==> src/rtl/piso_pkg.sv <==
// piso_pkg: shared state encoding, default width and counter sizing for the PISO transmitter.
package piso_pkg;
    typedef enum logic [1:0] {IDLE, SHIFT, PARITY} state_t;
    localparam int DATA_W = 4;
    function automatic int cnt_w(input int w);
        return $clog2(w) + 1;
    endfunction
endpackage

==> src/rtl/piso_bit_counter.sv <==
// piso_bit_counter: clear/enable bit counter with terminal-count flag at WIDTH-1.
module piso_bit_counter
    import piso_pkg::*;
#(
    parameter int WIDTH = DATA_W
) (
    input  logic                      clk,
    input  logic                      reset,
    input  logic                      clr,
    input  logic                      en,
    output logic [cnt_w(WIDTH)-1:0]   cnt,
    output logic                      tc
);
    localparam int CW = cnt_w(WIDTH);

    always_ff @(posedge clk) begin
        if (reset || clr) cnt <= '0;
        else if (en) cnt <= cnt + CW'(1);
    end

    assign tc = cnt == CW'(WIDTH - 1);
endmodule

==> src/rtl/piso_shift_tx.sv <==
// piso_shift_tx: parallel-in serial-out transmitter with load/ready handshake and done pulse.
// Optional even-parity trailer bit enabled by defining PISO_SHIFT_TX_PARITY_EN.
module piso_shift_tx
    import piso_pkg::*;
#(
    parameter int WIDTH     = DATA_W,
    parameter bit MSB_FIRST = 1'b1
) (
    input  logic             clk,
    input  logic             reset,
    input  logic             load,
    input  logic [WIDTH-1:0] din,
    output logic             ready,
    output logic             x,
    output logic             valid,
    output logic             done
);
    localparam int CW = cnt_w(WIDTH);
`ifdef PISO_SHIFT_TX_PARITY_EN
    localparam bit PAR_EN = 1'b1;
    logic par;
`else
    localparam bit PAR_EN = 1'b0;
`endif

    state_t          state;
    logic [WIDTH-1:0] sreg;
    logic [CW-1:0]   cnt;
    logic            tc;

    // cnt indexes the bit currently on x; it is held at zero outside SHIFT
    piso_bit_counter #(.WIDTH(WIDTH)) u_cnt (
        .clk  (clk),
        .reset(reset),
        .clr  (state != SHIFT || tc),
        .en   (state == SHIFT),
        .cnt  (cnt),
        .tc   (tc)
    );

    always_ff @(posedge clk) begin
        if (reset) begin
            state <= IDLE;
            sreg  <= '0;
            ready <= 1'b1;
            x     <= 1'b0;
            valid <= 1'b0;
            done  <= 1'b0;
`ifdef PISO_SHIFT_TX_PARITY_EN
            par   <= 1'b0;
`endif
        end else begin
            case (state)
                IDLE: if (load) begin
                    state <= SHIFT;
                    sreg  <= din;
                    x     <= MSB_FIRST ? din[WIDTH-1] : din[0];
                    valid <= 1'b1;
                    ready <= 1'b0;
                    done  <= 1'b0;
`ifdef PISO_SHIFT_TX_PARITY_EN
                    par   <= ^din;
`endif
                end
                SHIFT: if (tc) begin
`ifdef PISO_SHIFT_TX_PARITY_EN
                    state <= PARITY;
                    x     <= par;
                    done  <= 1'b1;
`else
                    state <= IDLE;
                    x     <= 1'b0;
                    valid <= 1'b0;
                    ready <= 1'b1;
                    done  <= 1'b0;
`endif
                end else begin
                    sreg <= MSB_FIRST ? sreg << 1 : sreg >> 1;
                    x    <= MSB_FIRST ? sreg[WIDTH-2] : sreg[1];
                    done <= !PAR_EN && cnt == CW'(WIDTH - 2);
                end
`ifdef PISO_SHIFT_TX_PARITY_EN
                PARITY: begin
                    state <= IDLE;
                    x     <= 1'b0;
                    valid <= 1'b0;
                    ready <= 1'b1;
                    done  <= 1'b0;
                end
`endif
                default: state <= IDLE;
            endcase
        end
    end
endmodule

==> config.mk <==
export PLATFORM = sky130hd
export DESIGN_NAME = piso_shift_tx
export DESIGN_NICKNAME = d
export VERILOG_FILES = /design/src/rtl/piso_pkg.sv /design/src/rtl/piso_bit_counter.sv /design/src/rtl/piso_shift_tx.sv
export SDC_FILE = /design/constraint.sdc
export NUM_CORES = 1
export LEC_CHECK = 0
export CORE_AREA = 2 2 39 41
export DETAILED_ROUTE_END_ITERATION = 8
export DIE_AREA = 0 0 41 43
export SETUP_SLACK_MARGIN = 0.02
export SLEW_MARGIN = 20
export SYNTH_ARGS = -nofsm -noshare
export SYNTH_HDL_FRONTEND = slang
export SYNTH_SLANG_ARGS = --single-unit
==> constraint.sdc <==
create_clock -name clk -period 1.2 [get_ports clk]
set_input_delay 0.18 -clock clk [delete_from_list [all_inputs] [get_ports clk]]
set_output_delay 0.18 -clock clk [all_outputs]
set_load 0.02 [all_outputs]
Word level (Yosys, flattened, before mapping)
Cells that the tools add are included.
Cells by class
  reduce and logical (&&, ||, !) cells: 8
  multiplexer cells: 17
  add/subtract/negate cells: 1
  eq/ne operators: 7
Operator list (count)
  case mux 1 bit (2 select lines): 4
  two-way mux 1 bit: 7
  equality test 3 x 2 -> 1 bit, second input constant: 2
  two-way mux 3 bit: 2
  != test 2 bit, second input constant: 3
  case mux 3 bit (2 select lines): 1
  AND reduction 3 bit: 2
  two-way mux 2 bit: 2
  case mux 2 bit (2 select lines): 1
  AND reduction 2 bit: 2
  adder 3 x 1 -> 3 bit, second input constant: 1
  equality test 2 x 1 -> 1 bit, second input constant: 1
  logical NOT 2 bit: 1
  logical OR 1 bit: 2
  != test 2 x 1 -> 1 bit, second input constant: 1
  nonzero test 2 bit: 1
Word-level totals
  logic and storage cells: 40
  register bits after elaboration: 12
  input port bits: 7
  output and inout bits: 4

Logic depth before layout (Yosys ltp)
  word-level depth: 3
  depth in mapped cells: 5
  mapped depth without buffers: 5

By module
A second synthesis with hierarchy kept.
Second synthesis, totals
  cell total of the unflattened synthesis: 47
  area, all modules: 496.7 µm²
By module, submodules not included
  piso_shift_tx: cells an instance 35, sequential area each 140.1 µm², area an instance 350.3 µm², instances 1
  piso_bit_counter: cells an instance 12, sequential area each 60.1 µm², area an instance 146.4 µm², instances 1

Worst setup path after synthesis
Ideal clock, no wire load.
  kind: flip-flop to flip-flop
  start point: reg u_cnt.cnt[0]
  end point: reg sreg[1]
  arrival time: 1.153 ns
  slack: -0.081 ns
  required time: 1.072 ns
  library setup time: 0.128 ns
  stages on the path, launching flop included: 6
  clock period less this slack: 1.281 ns
  cells stage by stage: dfxtp_1 > ha_1 > ha_1 > nand2b_1 > a221oi_1 > nor3_1
Between the ends
  word-level cells in the longest chain between the ends: 3
RTL lines
  from (decl): line piso_bit_counter.sv:11  | output logic [cnt_w(WIDTH)-1:0] cnt,
  from (signal assigned): line piso_bit_counter.sv:18  | else if (en) cnt <= cnt + CW'(1);
  equality test 3 x 2 -> 1 bit: line piso_bit_counter.sv:21  | assign tc = cnt == CW'(WIDTH - 1);
  != test 2 bit (no source line)
  AND reduction 3 bit (no source line)
  to (signal assigned): line piso_shift_tx.sv:56  | sreg <= din;
  to (signal assigned): line piso_shift_tx.sv:78  | sreg <= MSB_FIRST ? sreg << 1 : sreg >> 1;
  to (decl): line piso_shift_tx.sv:27  | logic [WIDTH-1:0] sreg;
Every way passes these cells.
A chain may end at the register's enable or synchronous reset.

Worst setup path in the final report
Same ends and word-level chain as after synthesis.

==> flow_summary_export.csv <==
group,metric,value,unit
outcome,status,"finished, final reports clean",
setup_path,cp_max_fo,3,
placement,dpl_cell_area,654,sq um
timing,setup_violations,0,
routing,detail-route-antenna-nets,0,
routing,met1_length,449,microns
placement,portBuffers,10,
floorplanning,rows,14,
final_layout,multiInputGateArea,307,sq um
synthesis,synth_nets,63,
routing,first_iter_violations,7,
pwr,vdd_drop_max,498,uV
clock_tree,cts_buffer_depth,2,
timing,whs,524,ps
timing,hold_violations,0,
routing,dr.pass1.iters,3,
synthesis,seq_area_frac_synth,41.5,%
setup_path,r2r-end,"sreg[1]",
timing,period_share,97.6,%
routing,via_per_inst,4.80,
setup_path,startpoint_type,"flip-flop",
setup_path,critPathRequiredTime,1350,ps
clock_tree,clkTransAtPathRegs,70,ps
floorplanning,start_util,34.9,%
synthesis,syn_inst,52,
routing,vias,418,
pwr,power.density,1110,mW/mm^2
clock_tree,cts_buffers,3,
floorplanning,fp.coreArea,0.00138,sq mm
placement,pre_cts_ws,-139,ps
synthesis,synth.most_common_cell,"dfxtp_1",
worst_hold_path,worstHoldPathType,"reg2reg",
pwr,report.power.total,812,uW
routing,detailroute.wirelength.met2,467,microns
timing,fin_ws,29.1,ps
final_layout,fin_util,52.8,%
global_route,gr-total-overflow,0,
clock_tree,cts_max_level,1,
floorplanning,num_io_pins,11,
global_route,grt_max_degree,12,
routing,routed_wl,954,microns
floorplanning,die-area,0.00176,sq mm
synthesis,netlist_area,483,sq um
synthesis,synth_top_area_share,41.5,%
synthesis,synth-seq-cells,10,
timing,worstMarginPinSlew,244,ps
timing,slew_headroom,83.7,%
routing,drc,0,
final_layout,final_area,731,sq um
final_layout,final_nets,83,
pwr,power_leakage,0.311,nW
global_route,grt_pass1_vias,390,
synthesis,synth_area_per_cell,9.29,sq um
floorplanning,fp.dieH,43,microns
setup_path,crit_path_end_kind,"flip-flop",
setup_path,reg2reg_from,"u_cnt.cnt[0]",
run,drv_cap,0,
floorplanning,fp.dieW,41,microns
clock_tree,clock_sinks,10,
synthesis,yosysWarnings,0,
placement,dp_hpwl,755,microns
timing,rsz0062_at_grt,"yes",
clock_tree,cts_tree,"yes",
routing,wl_met3,38,microns
global_route,antenna_found_initial,0,
final_layout,syn2layout_area_growth,51.3,%
global_route,grtUsageTotal,13.9,%
setup_path,worst_r2r_path_depth,5,
synthesis,ys_async_sr_fraction,0,%
final_layout,fill_cells,128,
synthesis,ys.flop_type,"dfxtp_1",
synthesis,synth.distinct_cells,19,
synthesis,synth_commonest_cells,"dfxtp_1 (10), nor2_1 (8), and2b_1 (4), ha_1 (4), nor3_1 (4)",
final_layout,antenna-diode-count,0,
final_layout,final_layout_size_suffix_gt1_share,31.0,%
worst_hold_path,holdPathEnd,"ready",
final_layout,regArea,203,sq um
placement,gp_congestion,0.666,
global_route,grt_pass1_wl,1610,microns
routing,wire_per_inst,11.0,microns
setup_path,crit_arrival,1330,ps
worst_hold_path,hold_path_depth,2,
setup_path,rrSetupSlack,30,ps
synthesis,yosysTopAreaCell,"dfxtp_1",
timing,drv_slew,0,
worst_hold_path,worst_hold_startpoint,"ready",
synthesis,synth_edf_count,0,
clock_tree,clkLatencyLatePin,270,ps
setup_path,crit_type,"reg2reg",
clock_tree,root_buffer,"clkbuf_4",
timing,fin_crit,1170,ps
clock_tree,postCtsHoldBufs,0,
routing,routed.top_layer,"met3",
timing,fmax,854,MHz
timing,fin_skew,5.76,ps
synthesis,ys_top_cells_by_area,"dfxtp_1 (41%), ha_1 (10%), and2b_1 (6.2%), nor2_1 (6.2%), buf_6 (4.7%)",
-- logic make-up (layout without fill, tap and decap cells) --
group / after synthesis / after routing / share of synthesized area, %
AOI/OAI and AO/OA: 8 / 8 / 12.2
buffers and inverters: 5 / 24 / 6.99
muxes: 2 / 2 / 4.15
DFF: 10 / 10 / 41.5
and+or+nand+nor: 23 / 23 / 24.9
adders and majority gates: 4 / 4 / 10.4
-- routing by layer --
layer,track usage (%),up-vias
met1,16.0,194
li1,-,217
met2,21.3,7
met3,6.28,0
met4,6.00,0
met5,0,-
-- worst max-delay path, cell delays in order (launching register included) --
cell      delay [ps]
dfxtp_2          340
ha_4             170
ha_4             150
nand2b_4         140
a221oi_2         200
nor3_1            60
-- worst max path at each step --
stage / startpoint / endpoint
6_report: u_cnt.cnt[0] / sreg[1]
5_1_grt: u_cnt.cnt[0] / sreg[1]
4_1_cts: u_cnt.cnt[0] / sreg[2]
3_5_place_dp: load / sreg[1]
3_3_place_gp: load / sreg[2]
2_1_floorplan: u_cnt.cnt[0] / sreg[1]
-- report_power, final --
group	internal (mW)	switching (mW)	total, mW
combinational	0.0773	0.0624	0.140
clock	0.184	0.125	0.309
sequential	0.351	0.0127	0.363
-- flip-flops by register name, summed over array words and instances (netlist names) --
| signal | cells |
|---|---|
| done | 1 |
| sreg | 3 |
| x | 1 |
| ready | 1 |
| valid | 1 |
| u_cnt.cnt | 3 |
-- placed cells by master, fill, tap and decap left out, types with 3 or more instances in the layout --
master / count
nor2_1: 8
dfxtp_1: 8
buf_4: 8
clkdlybuf4s50_1: 6
and2b_1: 4
nor3_1: 3
clkbuf_4: 3
-- layout make-up --
class / instances / share of cell area (%)
timing repair buffer: 18 / 21.6
inverter: 2 / 1.03
clock buffer: 4 / 4.97
multi-input combinational: 37 / 42.0
tap: 16 / 2.74
sequential: 10 / 27.7
-- timing repair --
item	CTS	global route
setup endpoints to repair	7	9
buffers inserted	0	1
pin swaps	0	1
gates resized for setup	10	3
hold endpoints to repair	0	0
-- through the flow --
stage | cells | setup TNS [ps]
after floorplan | 52 | 0
after global placement | 82 | -478
after detailed placement | 82 | -523
after CTS | 86 | 0
after global routing | 87 | -5.03
final | 87 | 0
No activity file was read; power rests on OpenSTA's default activity.
